File: config.mk
export PLATFORM = sky130hd
export DESIGN_NAME = control_sequencer
export DESIGN_NICKNAME = d
export VERILOG_FILES = /design/src/rtl/cpu_ctrl_pkg.sv /design/src/rtl/ctrl_decode.sv /design/src/rtl/control_sequencer.sv
export SDC_FILE = /design/constraint.sdc
export NUM_CORES = 1
export LEC_CHECK = 0
export CAP_MARGIN = 20
export CORE_ASPECT_RATIO = 0.8
export CORE_MARGIN = 4
export CORE_UTILIZATION = 37
export DETAILED_ROUTE_END_ITERATION = 16
export HOLD_SLACK_MARGIN = 0.02
export PLACE_DENSITY = 0.82
export SETUP_SLACK_MARGIN = 0.4
export SYNTH_ARGS = -nofsm -noshare
export SYNTH_HDL_FRONTEND = slang
export SYNTH_SLANG_ARGS = --single-unit
File: constraint.sdc
create_clock -name Clock -period 1.7 [get_ports Clock]
set_clock_uncertainty 0.05 [all_clocks]
set_input_delay 0.255 -clock Clock [delete_from_list [all_inputs] [get_ports Clock]]
set_output_delay 0.255 -clock Clock [all_outputs]
set_load 0.02 [all_outputs]
File: src/rtl/cpu_ctrl_pkg.sv
// Shared encodings for the hardwired control sequencer: FSM states, opcodes,
// ALU selects and the per-cycle control word produced by the decoder.
package cpu_ctrl_pkg;

    typedef enum logic [3:0] {
        ST_IDLE = 4'd0,
        ST_T0   = 4'd1,
        ST_T1   = 4'd2,
        ST_T2   = 4'd3,
        ST_T3   = 4'd4,
        ST_T4   = 4'd5,
        ST_T5   = 4'd6,
        ST_HALT = 4'd7
    } state_e;

    localparam logic [4:0] OP_ADD  = 5'b00000;
    localparam logic [4:0] OP_SUB  = 5'b00001;
    localparam logic [4:0] OP_AND  = 5'b00010;
    localparam logic [4:0] OP_NOT  = 5'b00011;
    localparam logic [4:0] OP_OR   = 5'b00100;
    localparam logic [4:0] OP_NOP  = 5'b11010;
    localparam logic [4:0] OP_HALT = 5'b11011;

    localparam logic [3:0] ALU_NOP = 4'd0;
    localparam logic [3:0] ALU_ADD = 4'd1;
    localparam logic [3:0] ALU_SUB = 4'd2;
    localparam logic [3:0] ALU_AND = 4'd3;
    localparam logic [3:0] ALU_OR  = 4'd4;
    localparam logic [3:0] ALU_NOT = 4'd5;

    typedef enum logic [2:0] {
        CLS_ALU3,
        CLS_NOT,
        CLS_NOP,
        CLS_HALT,
        CLS_ILLEGAL
    } op_class_e;

    // One control word per cycle; last/to_halt tell the FSM where the
    // instruction boundary falls and whether it parks in HALT.
    typedef struct packed {
        logic       pc_out;
        logic       zhi_out;
        logic       zlo_out;
        logic       mdr_out;
        logic       r_out;
        logic       mar_in;
        logic       z_in;
        logic       pc_in;
        logic       mdr_in;
        logic       ir_in;
        logic       y_in;
        logic       r_in;
        logic       inc_pc;
        logic       read;
        logic       gra;
        logic       grb;
        logic       grc;
        logic [3:0] alu_op;
        logic       illegal;
        logic       last;
        logic       to_halt;
    } ctrl_t;

    function automatic op_class_e classify(input logic [4:0] op);
        case (op)
            OP_ADD, OP_SUB, OP_AND, OP_OR: classify = CLS_ALU3;
            OP_NOT:                        classify = CLS_NOT;
            OP_NOP:                        classify = CLS_NOP;
            OP_HALT:                       classify = CLS_HALT;
            default:                       classify = CLS_ILLEGAL;
        endcase
    endfunction

    function automatic logic [3:0] alu_of(input logic [4:0] op);
        case (op)
            OP_ADD:  alu_of = ALU_ADD;
            OP_SUB:  alu_of = ALU_SUB;
            OP_AND:  alu_of = ALU_AND;
            OP_OR:   alu_of = ALU_OR;
            OP_NOT:  alu_of = ALU_NOT;
            default: alu_of = ALU_NOP;
        endcase
    endfunction

endpackage

File: src/rtl/ctrl_decode.sv
// Combinational control-word decoder: maps the current step and the opcode
// held in IR to the datapath strobes and ALU select for that cycle.
module ctrl_decode
    import cpu_ctrl_pkg::*;
#(
    parameter int OPW = 5
) (
    input  state_e         state,
    input  logic [OPW-1:0] opcode,
    output ctrl_t          ctrl
);

    op_class_e cls;

    always_comb begin
        ctrl        = '0;
        ctrl.alu_op = ALU_NOP;
        cls         = classify(opcode);

        case (state)
            ST_T0: begin
                ctrl.pc_out = 1'b1;
                ctrl.mar_in = 1'b1;
                ctrl.inc_pc = 1'b1;
                ctrl.z_in   = 1'b1;
            end
            // Held here while memory is busy; re-asserting PCin is harmless
            // because Z still carries PC+1.
            ST_T1: begin
                ctrl.zlo_out = 1'b1;
                ctrl.pc_in   = 1'b1;
                ctrl.read    = 1'b1;
                ctrl.mdr_in  = 1'b1;
            end
            ST_T2: begin
                ctrl.mdr_out = 1'b1;
                ctrl.ir_in   = 1'b1;
            end
            ST_T3: begin
                case (cls)
                    CLS_ALU3: begin
                        ctrl.grb   = 1'b1;
                        ctrl.r_out = 1'b1;
                        ctrl.y_in  = 1'b1;
                    end
                    CLS_NOT: begin
                        ctrl.grb    = 1'b1;
                        ctrl.r_out  = 1'b1;
                        ctrl.z_in   = 1'b1;
                        ctrl.alu_op = ALU_NOT;
                    end
                    CLS_NOP: begin
                        ctrl.last = 1'b1;
                    end
                    CLS_HALT: begin
                        ctrl.last    = 1'b1;
                        ctrl.to_halt = 1'b1;
                    end
                    default: begin
                        ctrl.illegal = 1'b1;
                        ctrl.last    = 1'b1;
                    end
                endcase
            end
            ST_T4: begin
                if (cls == CLS_NOT) begin
                    ctrl.zlo_out = 1'b1;
                    ctrl.gra     = 1'b1;
                    ctrl.r_in    = 1'b1;
                    ctrl.last    = 1'b1;
                end else begin
                    ctrl.grc    = 1'b1;
                    ctrl.r_out  = 1'b1;
                    ctrl.z_in   = 1'b1;
                    ctrl.alu_op = alu_of(opcode);
                end
            end
            ST_T5: begin
                ctrl.zlo_out = 1'b1;
                ctrl.gra     = 1'b1;
                ctrl.r_in    = 1'b1;
                ctrl.last    = 1'b1;
            end
            default: begin
            end
        endcase
    end

endmodule

File: src/rtl/control_sequencer.sv
// Hardwired Moore control unit sequencing the datapath through fetch and
// execute steps, with run/halt handshake and a retired-instruction counter.
module control_sequencer
    import cpu_ctrl_pkg::*;
#(
    parameter int OPW   = 5,
    parameter int CNT_W = 16
) (
    input  logic             Clock,
    input  logic             Clear,
    input  logic             Start,
    input  logic             Stop,
    input  logic             MemReady,
    input  logic [31:0]      IR,
    output logic             PCout,
    output logic             Zhiout,
    output logic             Zlowout,
    output logic             MDRout,
    output logic             Rout,
    output logic             MARin,
    output logic             Zin,
    output logic             PCin,
    output logic             MDRin,
    output logic             IRin,
    output logic             Yin,
    output logic             Rin,
    output logic             IncPC,
    output logic             Read,
    output logic             Gra,
    output logic             Grb,
    output logic             Grc,
    output logic [3:0]       AluOp,
    output logic             Running,
    output logic             Halted,
    output logic             Illegal,
    output logic [CNT_W-1:0] Retired
);

    state_e             state_q, state_d;
    logic               stop_pending_q, stop_pending_d;
    logic [CNT_W-1:0]   retired_q, retired_d;
    ctrl_t              ctrl;
    logic [OPW-1:0]     opcode;
    logic               unused_ir_bits;

    assign opcode         = IR[31 -: OPW];
    assign unused_ir_bits = ^IR[31-OPW:0];

    ctrl_decode #(
        .OPW (OPW)
    ) u_decode (
        .state  (state_q),
        .opcode (opcode),
        .ctrl   (ctrl)
    );

    always_comb begin
        state_d        = state_q;
        stop_pending_d = stop_pending_q;
        retired_d      = retired_q;

        case (state_q)
            ST_IDLE, ST_HALT: begin
                if (Start) begin
                    state_d        = ST_T0;
                    stop_pending_d = 1'b0;
                end
            end
            default: begin
                if (ctrl.last) begin
                    retired_d      = retired_q + CNT_W'(1);
                    stop_pending_d = 1'b0;
                    if (ctrl.to_halt || Stop || stop_pending_q) begin
                        state_d = ST_HALT;
                    end else begin
                        state_d = ST_T0;
                    end
                end else begin
                    stop_pending_d = stop_pending_q | Stop;
                    case (state_q)
                        ST_T0:   state_d = ST_T1;
                        ST_T1:   state_d = MemReady ? ST_T2 : ST_T1;
                        ST_T2:   state_d = ST_T3;
                        ST_T3:   state_d = ST_T4;
                        ST_T4:   state_d = ST_T5;
                        default: state_d = ST_IDLE;
                    endcase
                end
            end
        endcase
    end

    always_ff @(posedge Clock) begin
        if (Clear) begin
            state_q        <= ST_IDLE;
            stop_pending_q <= 1'b0;
            retired_q      <= '0;
        end else begin
            state_q        <= state_d;
            stop_pending_q <= stop_pending_d;
            retired_q      <= retired_d;
        end
    end

    assign PCout   = ctrl.pc_out;
    assign Zhiout  = ctrl.zhi_out;
    assign Zlowout = ctrl.zlo_out;
    assign MDRout  = ctrl.mdr_out;
    assign Rout    = ctrl.r_out;
    assign MARin   = ctrl.mar_in;
    assign Zin     = ctrl.z_in;
    assign PCin    = ctrl.pc_in;
    assign MDRin   = ctrl.mdr_in;
    assign IRin    = ctrl.ir_in;
    assign Yin     = ctrl.y_in;
    assign Rin     = ctrl.r_in;
    assign IncPC   = ctrl.inc_pc;
    assign Read    = ctrl.read;
    assign Gra     = ctrl.gra;
    assign Grb     = ctrl.grb;
    assign Grc     = ctrl.grc;
    assign AluOp   = ctrl.alu_op;
    assign Illegal = ctrl.illegal;
    assign Running = (state_q != ST_IDLE) && (state_q != ST_HALT);
    assign Halted  = (state_q == ST_HALT);
    assign Retired = retired_q;

endmodule

==> flow_metrics.tcl, run 1 <==
set metrics [dict create \
    cts_root_buf "clkbuf_8" \
    syn_area_um2 1603 \
    slowest_stage "dfxtp_4" \
    critPathLaunch "state_q[1]$_SDFFE_PP0P_" \
    async_flop_share_pct 0 \
    viasPerCell 5.381 \
    area_growth_pct 85.01 \
    crit_buf_inv 3 \
    worstSetupEndpointType "register" \
    synth_flop_cell "dfxtp_1" \
    dr.pass1.iters 4 \
    vias 1835 \
    required_ns 1.80 \
    drcViolationCount 0 \
    timing.rr.end "Retired[10]$_SDFFE_PP0P_" \
    crit_chain "buf_4, buf_8, or3_4, buf_6, o21bai_4, a2111oi_4, mux2_4" \
    critPathLaunchType "register" \
    fin_nets 323 \
    gp_congestion 0.7916 \
    ys_types 55 \
    synth_cells 195 \
    worstSetupPathDepth 7 \
    clock_sinks 20 \
    power_mw 1.412 \
    rr_worst_depth 7 \
    grt_pass1_wl_mm 8.369 \
    die-area_um2 5456 \
    cts_made_buffers 3 \
    grt_pass1_vias 1741 \
    hold_viol 0 \
    leakage_nw 1.173 \
    crit_type "register to register" \
    drtAntennaViolNets 0 \
    period_needed_ns 1.965 \
    routedWlPerCell_um 17.00 \
    clk_latency_ns 0.26 \
    numPortBuffers 47 \
    cts_tree "done" \
    internal-power_mw 0.9378 \
    r2r_start "state_q[1]$_SDFFE_PP0P_" \
    path_delay_family "buffers and inverters" \
    p_comb_share_pct 41.9 \
    nFillCells 284 \
    worstPathMaxFanout 5 \
    grt_use_total_pct 19.65 \
    synth-seq-cells 20 \
    grt_overflow 0 \
    setup_viol 32 \
    drv_slew 0 \
    power_density_nw_per_um2 476.1 \
    routed_wl_mm 5.798 \
    die_w_um 81.59 \
    initial_core_util_pct 38.36 \
    path_clk_slew_ns 0.08 \
    core_um2 4178 \
    slowest_delay_ns 0.37 \
    rsz0062_at_grt "yes" \
    switching_share_pct 33.57 \
    grt_antenna_before_repair 0 \
    htree_num_levels 1 \
    detail_route.iter0.violations 172 \
    yosys_warnings 0 \
    holdWs_ns 0.4619 \
    drive_gt1_share_pct 59.51 \
    place_inst 322 \
    n_antenna_cell 0 \
    ir_worst_vdd_uv 434.6 \
    switching_power_mw 0.4739 \
    tns_ns -4.971 \
    die_h_um 66.87 \
    run_status "finished with violations" \
    hold_path_class "register to register" \
    cp.arrival_ns 2.07 \
    grt_max_degree 34 \
    syn_avg_cell_area_um2 8.219 \
    yosysSeqAreaShare_pct 24.98 \
    fmax_mhz 508.8 \
    synth-edff-count 0 \
    violations "setup timing" \
    max_cap_viol_count 0 \
    clockBufferDepth 2 \
    fp-row-count 21 \
    setup_ws_ns -0.2653 \
    hpwl_mm 3.525 \
    r2r_slack_ns -0.27 \
    num_io_pins 77 \
    cp-endpoint "Retired[10]$_SDFFE_PP0P_" \
    pwr-share-seq_pct 34.8 \
    final_cells 341 \
    clock_power_share_pct 23.3 \
    finalCritPeriodShare_pct 115.6 \
]
[worst reg2reg max path, cell delays in order (launching register included)]
cell and delay, ns:
dfxtp_4 0.37, buf_4 0.14, buf_8 0.12, or3_4 0.36, buf_6 0.15, o21bai_4 0.26
a2111oi_4 0.12, mux2_4 0.30
[cells in the mapped netlist, types with 2 or more instances]
cell       instances  share of area (%)
buf_6              2                1.4
a211oi_2           2                1.6
a21oi_1           12                3.7
buf_2              3               0.94
nand3_1            6                1.9
mux2_1             8                5.6
and3b_1            2                1.1
nand3b_1           3                1.4
a31oi_1            3                1.2
a2111oi_2          3                2.8
nor2_1            29                6.8
nor3_1             2               0.62
nand2b_1           4                1.6
and4_1             2                1.1
a21o_1             3                1.4
a211o_1            2                1.1
dfxtp_1           20                 25
nand2_1           15                3.5
buf_4              8                3.7
and3_1             2               0.78
inv_1              3               0.70
clkbuf_1           6                1.4
a211oi_1           3                1.4
nor2b_1           12                4.7
and2_1             3                1.2
nand4_1            4                1.6
o21ai_0            2               0.62
mux2_2             4                2.8
[sequential cells by signal (all words and copies together) (netlist names)]
name / count
Retired: 16
state_q: 3
stop_pending_q: 1
[per-stage QoR]
stage | worst slack (ns) | area (um2) | util [%]
2_1_floorplan | -0.01645 | 1788 | -
3_3_place_gp | -0.7619 | 2516 | 60.23
3_5_place_dp | -0.8486 | 2516 | 60.23
4_1_cts | -0.2190 | 2741 | 65.62
5_1_grt | -0.3344 | 2965 | 70.98
6_report | -0.2653 | 2965 | 70.98
[area by class of cell]
cell class              count  area [um2]  area share [%]
multi-input cells         154        1433           48.31
well taps                  57       71.32           2.405
repair buffers            103       968.4           32.66
inverters                   3       11.26          0.3797
clock buffers               4       45.04           1.519
flip-flops and latches     20       436.7           14.73
[repair_timing]
action,in CTS,in global routing
pin swaps,8,16
setup buffers,5,10
setup endpoints to repair,58,51
endpoints found under the hold margin,0,0
hold buffers,0,0
resized for setup,200,64
[per-layer routing]
metal,vias to the layer above,part of all wire (%),GRT usage (%)
li1,875,-,-
met1,879,40,25.18
met2,71,52,34.65
met3,10,6.6,3.108
met4,0,2.0,3.942
met5,-,0,0
[worst min-delay path by stage]
stage                     slack (ns)                        start  cells past startpoint                     endpoint
after floorplan                 0.37                         Stop                      2  stop_pending_q$_SDFFE_PP0P_
after global placement          0.45      Retired[1]$_SDFFE_PP0P_                      2      Retired[1]$_SDFFE_PP0P_
after detailed placement        0.46  stop_pending_q$_SDFFE_PP0P_                      2  stop_pending_q$_SDFFE_PP0P_
after CTS                       0.47  stop_pending_q$_SDFFE_PP0P_                      2  stop_pending_q$_SDFFE_PP0P_
after global routing            0.49      Retired[0]$_SDFFE_PP0P_                      2      Retired[0]$_SDFFE_PP0P_
final                           0.46  stop_pending_q$_SDFFE_PP0P_                      2  stop_pending_q$_SDFFE_PP0P_
[power groups by stage]
stage / sequential [mW] / combinational, mW / clock (mW)
after floorplan: 0.499 / 0.284 / 0
after global placement: 0.498 / 0.445 / 0
after detailed placement: 0.500 / 0.454 / 0
after CTS: 0.490 / 0.490 / 0.333
after global routing: 0.493 / 0.622 / 0.361
final: 0.492 / 0.591 / 0.329
[cells by family (layout without fill, tap and decap cells)]
kind of cell | after synthesis | count (layout) | synth area share, %
AOI/OAI and AO/OA | 44 | 44 | 23.65
xor gates and xnor gates | 1 | 1 | 0.5465
adders and majority gates | 1 | 1 | 0.7805
buffers and inverters | 22 | 110 | 8.196
DFF | 20 | 20 | 24.98
muxes | 13 | 13 | 9.055
other | 1 | 2 | 0.2340
and+or+nand+nor | 93 | 93 | 32.55
[placed cells by master, fill, tap and decap left out, types with 4 or more instances in the layout]
master / instances
buf_6: 31
buf_2: 7
dlygate4sd2_1: 7
buf_4: 40
clkdlybuf4s50_1: 4
nor2_4: 8
nand4_1: 4
nand3_1: 5
buf_12: 5
dfxtp_4: 9
a2111oi_4: 4
nor2b_1: 12
a211oi_2: 4
mux2_1: 4
nand2_1: 12
mux2_4: 7
a21oi_2: 5
nor2_1: 18
dfxtp_1: 9
clkbuf_2: 4
a21oi_1: 5
(Power assumes the default switching activity.)
==> run 2, diff against run 1 <==
--- a/config.mk
+++ b/config.mk
@@ -11,6 +11,7 @@
 export CORE_UTILIZATION = 37
 export DETAILED_ROUTE_END_ITERATION = 16
 export HOLD_SLACK_MARGIN = 0.02
+export MAX_ROUTING_LAYER = met4
 export PLACE_DENSITY = 0.82
 export SETUP_SLACK_MARGIN = 0.4
 export SYNTH_ARGS = -nofsm -noshare
==> flow_metrics.tcl, run 2 (synthesized netlist as in run 1, its figures left out) <==
set metrics [dict create \
    place_ws_ns -0.8486 \
    clk_latency_ns 0.26 \
    final_common_cell "buf_4" \
    holdWs_ns 0.4647 \
    run_status "finished with violations" \
    clockBufferDepth 2 \
    grt_use_total_pct 20.20 \
    final_cells 341 \
    die_h_um 66.87 \
    clock_power_share_pct 23.5 \
    path_delay_family "buffers and inverters" \
    grt_pass1_vias 1739 \
    worstSetupPathDepth 7 \
    hold_viol 0 \
    cts_tree "done" \
    setup_ws_ns -0.2678 \
    num_io_pins 77 \
    htree_num_levels 1 \
    power_density_nw_per_um2 477.2 \
    cts_root_buf "clkbuf_8" \
    crit_chain "buf_4, buf_8, or3_4, buf_6, o21bai_4, a2111oi_4, mux2_4" \
    setup_viol 32 \
    routed_wl_mm 5.787 \
    place_inst 322 \
    ir_worst_vdd_uv 441.0 \
    cp.arrival_ns 2.07 \
    grt_antenna_before_repair 0 \
    critPathLaunchType "register" \
    switching_share_pct 33.71 \
    largest_register_ffs 16 \
    hpwl_mm 3.525 \
    drcViolationCount 0 \
    rr_worst_depth 7 \
    detail_route.iter0.violations 161 \
    required_ns 1.80 \
    dr.pass1.iters 4 \
    period_needed_ns 1.968 \
    internal-power_mw 0.9380 \
    clock_sinks 20 \
    min_path_cells 2 \
    max_cap_viol_count 0 \
    slowest_delay_ns 0.37 \
    p_comb_share_pct 41.8 \
    routedWlPerCell_um 16.97 \
    grt_pass1_wl_mm 8.390 \
    hold_path_class "register to register" \
    fin_nets 323 \
    r2r_slack_ns -0.27 \
    gp_congestion 0.8028 \
    worstSetupEndpointType "register" \
    leakage_nw 1.173 \
    die-area_um2 5456 \
    worstPathMaxFanout 5 \
    grt_overflow 0 \
    path_clk_slew_ns 0.08 \
    drtAntennaViolNets 0 \
    fmax_mhz 508.2 \
    grt_max_degree 34 \
    vias 1821 \
    drv_slew 0 \
    core_um2 4178 \
    crit_buf_inv 3 \
    n_antenna_cell 0 \
    crit_type "register to register" \
    numPortBuffers 47 \
    violations "setup timing" \
    switching_power_mw 0.4770 \
    finalCritPeriodShare_pct 115.8 \
    slowest_stage "dfxtp_4" \
    cts_made_buffers 3 \
    pwr-share-seq_pct 34.7 \
    initial_core_util_pct 38.36 \
    area_growth_pct 85.01 \
    drive_gt1_share_pct 59.51 \
    die_w_um 81.59 \
    final_util_pct 70.98 \
    layout_common_cells "buf_4, buf_6, nor2_1" \
    rsz0062_at_grt "yes" \
    fp-row-count 21 \
    viasPerCell 5.340 \
]
run 2: cell counts in the layout (fill, tap and decap cells not counted):
No cell type changed its count.
run 2: cell type report:
class / count / area (um2)
tap: 57 / 71.32
timing repair buffer: 103 / 968.4
multi-input combinational: 154 / 1433
sequential: 20 / 436.7
fill: 284 / 1212
inverter: 3 / 11.26
clock buffer: 4 / 45.04
run 2: layer usage:
| metal | track usage, % | wire length, um | vias to the layer above |
|---|---|---|---|
| met4 | 3.942 | 91 | 0 |
| met2 | 34.55 | 3031 | 69 |
| met3 | 2.973 | 362 | 8 |
| li1 | - | - | 876 |
| met5 | - | 0 | - |
| met1 | 25.43 | 2302 | 868 |
run 2: worst paths after layout:
check	start	end
worst max register to register	state_q[1]$_SDFFE_PP0P_	Retired[10]$_SDFFE_PP0P_
worst max-delay path	state_q[1]$_SDFFE_PP0P_	Retired[10]$_SDFFE_PP0P_
worst min-delay path	stop_pending_q$_SDFFE_PP0P_	stop_pending_q$_SDFFE_PP0P_
worst min register to register	stop_pending_q$_SDFFE_PP0P_	stop_pending_q$_SDFFE_PP0P_
run 2: timing repair:
action                                  in CTS  in global routing
buffers inserted                             5                 10
endpoints found under the setup margin      58                 51
endpoints found under the hold margin        0                  0
resized for setup                          200                 64
hold buffers                                 0                  0
pin swaps                                    8                 16
run 2: per-stage QoR:
step | cell area [um2] | total power, mW | TNS (ns)
floorplan | 1788 | 0.7830 | -0.05922
global placement | 2516 | 0.9433 | -18.94
detailed placement | 2516 | 0.9537 | -20.17
CTS | 2741 | 1.312 | -2.836
global route | 2965 | 1.476 | -7.022
finish | 2965 | 1.415 | -5.118
run 2: tightest hold or removal path, delay by kind of cell, from the launching register on:
kind,cells,cell delay [ns]
AO/OA/AOI/OAI,2,0.15
flip-flops,1,0.32
run 2: power groups by stage:
stage	combinational (mW)	sequential (mW)	clock, mW
2_1_floorplan	0.284	0.499	0
3_3_place_gp	0.445	0.498	0
3_5_place_dp	0.454	0.500	0
4_1_cts	0.490	0.490	0.333
5_1_grt	0.622	0.493	0.361
6_report	0.591	0.492	0.332
==> run 3, diff against run 2 <==
==> constraint.sdc (replaced) <==
create_clock -name Clock -period 1.7 [get_ports Clock]
set_clock_uncertainty 0.05 [all_clocks]
set_input_delay 0.255 -clock Clock [delete_from_list [all_inputs] [get_ports Clock]]
set_output_delay 0.255 -clock Clock [all_outputs]
set_load 0.1 [all_outputs]
==> flow_metrics.tcl, run 3 (synthesized netlist as in run 1, its figures left out) <==
set metrics [dict create \
    run_status "finished with violations" \
    violations "setup timing" \
    r2r_slack_ns -0.28 \
    die_w_um 81.59 \
    grt_pass1_wl_mm 8.480 \
    num_io_pins 77 \
    period_needed_ns 2.029 \
    die-area_um2 5456 \
    layout_common_cells "buf_12, buf_4, buf_6" \
    grt_antenna_before_repair 0 \
    multi_input_area_um2 1506 \
    drtAntennaViolNets 0 \
    grt_pass1_vias 1741 \
    area_growth_pct 117.1 \
    holdPathEnd "stop_pending_q$_SDFFE_PP0P_" \
    drive_gt1_share_pct 66.08 \
    slowest_delay_ns 0.39 \
    core_um2 4178 \
    leakage_nw 1.286 \
    holdWs_ns 0.4826 \
    max_cap_viol_count 0 \
    hold_path_class "register to register" \
    routed_wl_mm 6.544 \
    rsz0062_at_grt "yes" \
    clk_latency_ns 0.26 \
    path_delay_family "compound AO/OA/AOI/OAI gates" \
    setup_ws_ns -0.3293 \
    power_density_nw_per_um2 498.1 \
    gp_congestion 0.8368 \
    vias 1909 \
    slowest_stage "dfxtp_4" \
    hold_viol 0 \
    clockBufferDepth 2 \
    drcViolationCount 0 \
    largest_register_ffs 16 \
    timing.rr.end "Retired[14]$_SDFFE_PP0P_" \
    grt_use_total_pct 20.52 \
    clock_sinks 20 \
    cts_root_buf "clkbuf_8" \
    detail_route.iter0.violations 73 \
    path_clk_slew_ns 0.08 \
    drv_slew 0 \
    final_util_pct 83.29 \
    finalCritPeriodShare_pct 119.4 \
    viasPerCell 5.615 \
    numPortBuffers 47 \
    crit_chain "nor3b_4, nand3b_1, a211o_1, a2bb2oi_4, buf_12" \
    n_antenna_cell 0 \
    ir_worst_vdd_uv 348.0 \
    cts_made_buffers 3 \
    crit_buf_inv 1 \
    worstSetupEndpointType "output port" \
    hpwl_mm 3.752 \
    final_common_cell "buf_12" \
    initial_core_util_pct 38.36 \
    dr.pass1.iters 4 \
    cts_tree "done" \
    cp.arrival_ns 1.72 \
    r2r_start "state_q[0]$_SDFFE_PP0P_" \
    die_h_um 66.87 \
    fmax_mhz 492.8 \
    fin_nets 322 \
    final_cells 340 \
    htree_num_levels 1 \
    rr_worst_depth 6 \
    nFillCells 203 \
    worstPathMaxFanout 6 \
    hold_buffers 0 \
    min_path_cells 2 \
    setup_viol 34 \
    grt_overflow 0 \
    required_ns 1.39 \
    seq_area_um2 460.4 \
    grt_max_degree 34 \
    routedWlPerCell_um 19.25 \
    fp-row-count 21 \
    crit_type "register to output port" \
    critPathLaunchType "register" \
    holdCritStartpoint "stop_pending_q$_SDFFE_PP0P_" \
    place_inst 317 \
]
[run 3: cell count changes in the layout (fill, tap and decap cells not counted), sizes merged]
cell,change
clkinv,+1
buf,+8
dlygate4sd2,-6
clkbuf,-4
[run 3: routing by layer]
layer	part of all wire [%]	vias up	track usage, %
li1	-	872	-
met1	37	929	24.55
met2	54	89	36.48
met3	5.7	19	2.027
met4	2.7	0	6.017
met5	0	-	-
[run 3: worst min-delay path: stages (launching register included)]
cell	delay, ns
dfxtp_1	0.31
o2111ai_1	0.09
o32ai_2	0.08
[run 3: worst max-delay path by stage]
stage,start,end,slack (ns),cells after the start
finish,state_q[2]$_SDFFE_PP0P_,Zin,-0.33,5
global placement,IR[31],Retired[10]$_SDFFE_PP0P_,-0.51,6
floorplan,state_q[1]$_SDFFE_PP0P_,AluOp[2],-0.49,4
detailed placement,IR[30],Retired[10]$_SDFFE_PP0P_,-0.59,6
global route,state_q[0]$_SDFFE_PP0P_,Zin,-0.41,5
CTS,state_q[1]$_SDFFE_PP0P_,AluOp[2],-0.30,4
[run 3: area by class of cell]
| type | count | area share [%] |
|---|---|---|
| Clock buffer | 3 | 1.187 |
| Clock inverter | 1 | 0.1079 |
| Inverter | 3 | 0.3955 |
| Multi-Input combinational cell | 154 | 43.29 |
| Sequential cell | 20 | 13.23 |
| Tap cell | 57 | 2.050 |
| Timing Repair Buffer | 102 | 39.73 |
[run 3: per-stage QoR]
stage / setup slack (ns) / cell area (um2) / power (mW) / TNS, ns
after floorplan: -0.4903 / 1932 / 1.069 / -5.599
after global placement: -0.5140 / 2933 / 1.277 / -12.47
after detailed placement: -0.5892 / 2933 / 1.293 / -13.71
after CTS: -0.3027 / 3142 / 1.643 / -4.361
after global routing: -0.4110 / 3480 / 1.789 / -7.758
final: -0.3293 / 3480 / 1.733 / -5.769
[run 3: power by group]
part	total, mW	leakage, nW	internal (mW)	switching, mW
logic	0.920	1.09	0.352	0.569
clock network	0.326	0.0231	0.161	0.165
registers	0.487	0.175	0.464	0.0235
total	1.73	1.29	0.977	0.757
[run 3: what timing repair did]
item | CTS | global route
gates cloned | 0 | 0
pin swaps | 18 | 26
setup endpoints to repair | 42 | 42
resized for setup | 35 | 60
buffers inserted | 7 | 12
==> patch (settings of run 1) <==
Register the output `Retired` once more, without a reset; this adds one clock of latency there. The other outputs are not delayed to match.
--- a/src/rtl/control_sequencer.sv
+++ b/src/rtl/control_sequencer.sv
@@ -125,3 +125,5 @@
     assign Halted  = (state_q == ST_HALT);
-    assign Retired = retired_q;
+    always_ff @(posedge Clock) begin
+        Retired <= retired_q;
+    end
 
Behaviour: not the same (Yosys sat finds a counterexample within 10 cycles, from zero or initial values).
==> patch against run 1 <==
- the flow still finishes with violations (setup timing)
- power increased by 49%
- die area increased by 4.7%
- sequential cell count increased by 16
- critical path depth decreased by 2
- synthesized area increased by 5.3%
- design area about the same
- routed wire length increased by 0.24%
- setup slack improved by 0.11 ns
==> patch: results (changes against run 1) <==
metric;value;unit;change
RePlAce Congestion;0.832;;+5.0%
routed len/inst;17.0;µm;about the same
CTS buffer count;5;;+2
largest net degree at the start of global routing;19;;-44%
GRT Overall Usage;19.5;%;-0.15 points
number of global-route vias before repair;1836;;+5.5%
ANT cells;0;;unchanged
Avg Cell Area, Syn;8.70;µm²;+5.9%
Max rail drop VDD;582;µV;+34%
worst setup margin;-0.158;ns;+0.108 ns
H-tree depth;2;;+1
largest registers;Retired (16), retired_q (16), state_q (3);;
first-pass GRT wire length;8620;µm;+3.0%
Detailed Place HPWL;3400;µm;-3.5%
Hold Crit Class;reg2reg;;
Port Buffers;47;;unchanged
most area-consuming cells after synthesis;dfxtp_1, xor2_1, nor2_1;;
distinct cell type count after synthesis;45;;-18%
layout cells sized above 1;49.5;%;-10 points
Filler cells;294;;+3.5%
post-synthesis sequential area ratio;42.7;%;+18 points
Total Nets Final;322;;-0.31%
First DRT Iteration DRCs;177;;+2.9%
root buffer cell;clkbuf_8;;
final setup vio count;25;;-22%
async set or reset register ratio after synthesis;0;%;unchanged
Critical Path Source;state_q[1];;
final instance area;2970;µm²;about the same
hold path startpoint;retired_q[15];;
Critical Path Max Stage Delay;0.35;ns;-0.02 ns
Critical Path Fanout Max;4;;-1
Post-DP Area;2550;µm²;+1.5%
critical path's top delay family;simple AND/OR/NAND/NOR gates;;
failing checks;setup timing;;
status;finished, violations left;;
via/cell ratio;5.39;;about the same
drt pass-1 iters;6;;+2
CP arrival;1.55;ns;-0.52 ns
fin cells;342;;+0.29%
Worst-Skew Late Latency;0.29;ns;+0.03 ns
P_leak;1.28;nW;+9.0%
register clock-pin slew on the reported worst setup and hold paths;0.07;ns;
Setup WS pre-CTS;-0.820;ns;+0.0282 ns
synth cell count leaders;dfxtp_1, nor2_1, o21ai_0;;
CP max-delay cell;dfxtp_2;;
## patch: kinds of logic (layout without fill, tap and decap cells)
| logic type | after synthesis | count (layout) | share of synthesized area (%) |
|---|---|---|---|
| compound gates | 47 | 47 | 17.7 |
| fa+ha+maj | 1 | 1 | 0.741 |
| buf+inv | 25 | 115 | 8.08 |
| xor+xnor | 13 | 13 | 6.75 |
| flops | 36 | 36 | 42.7 |
| simple gates | 71 | 71 | 23.8 |
| other cells | 1 | 2 | 0.222 |
## patch: through the flow
stage                     hold WS, ns  TNS (ns)
final                           0.322     -1.94
after global routing            0.334     -4.21
after CTS                       0.321    -0.957
after detailed placement        0.312    -20.27
after global placement          0.307    -18.09
after floorplan                 0.294         0
## patch: per-layer routing
metal / vias up / part of all wire (%) / global-route usage, %
met4: 0 / 3.5 / 13.3
met1: 869 / 41 / 21.4
met5: - / 0 / 0
met3: 23 / 5.8 / 5.78
li1: 866 / - / -
met2: 84 / 49 / 33.5
## patch: what timing repair did
item,in CTS,in global routing
pin swaps,17,12
cloned,1,0
resized for setup,202,25
setup endpoints to repair,58,41
setup buffers,11,1
## patch: power by group
group	total (mW)	internal, mW	switching (mW)
logic	0.608	0.306	0.301
registers	0.885	0.861	0.0231
clock network	0.608	0.330	0.278
## patch: worst reg2reg max path, delay by kind of cell (launching register included)
kind	cells	cell delay (ns)
and+or+nand+nor	4	0.85
buffers and inverters	2	0.37
DFF	1	0.35
AOI/OAI and AO/OA	1	0.13
## patch: final timing paths
path                                       to  slack (ns)  depth (start not counted)
worst max-delay path                 AluOp[2]       -0.16                          5
worst min-delay path              Retired[15]        0.32                          0
worst max register to register  retired_q[14]       -0.13                          7
worst min register to register    Retired[15]        0.32                          0
## patch: cell type report
cell class	count	share of cell area [%]
multi-input combinational	134	38.7
timing repair buffer	103	30.8
clock buffer	8	3.04
tap	57	2.40
sequential	36	24.5
inverter	4	0.506
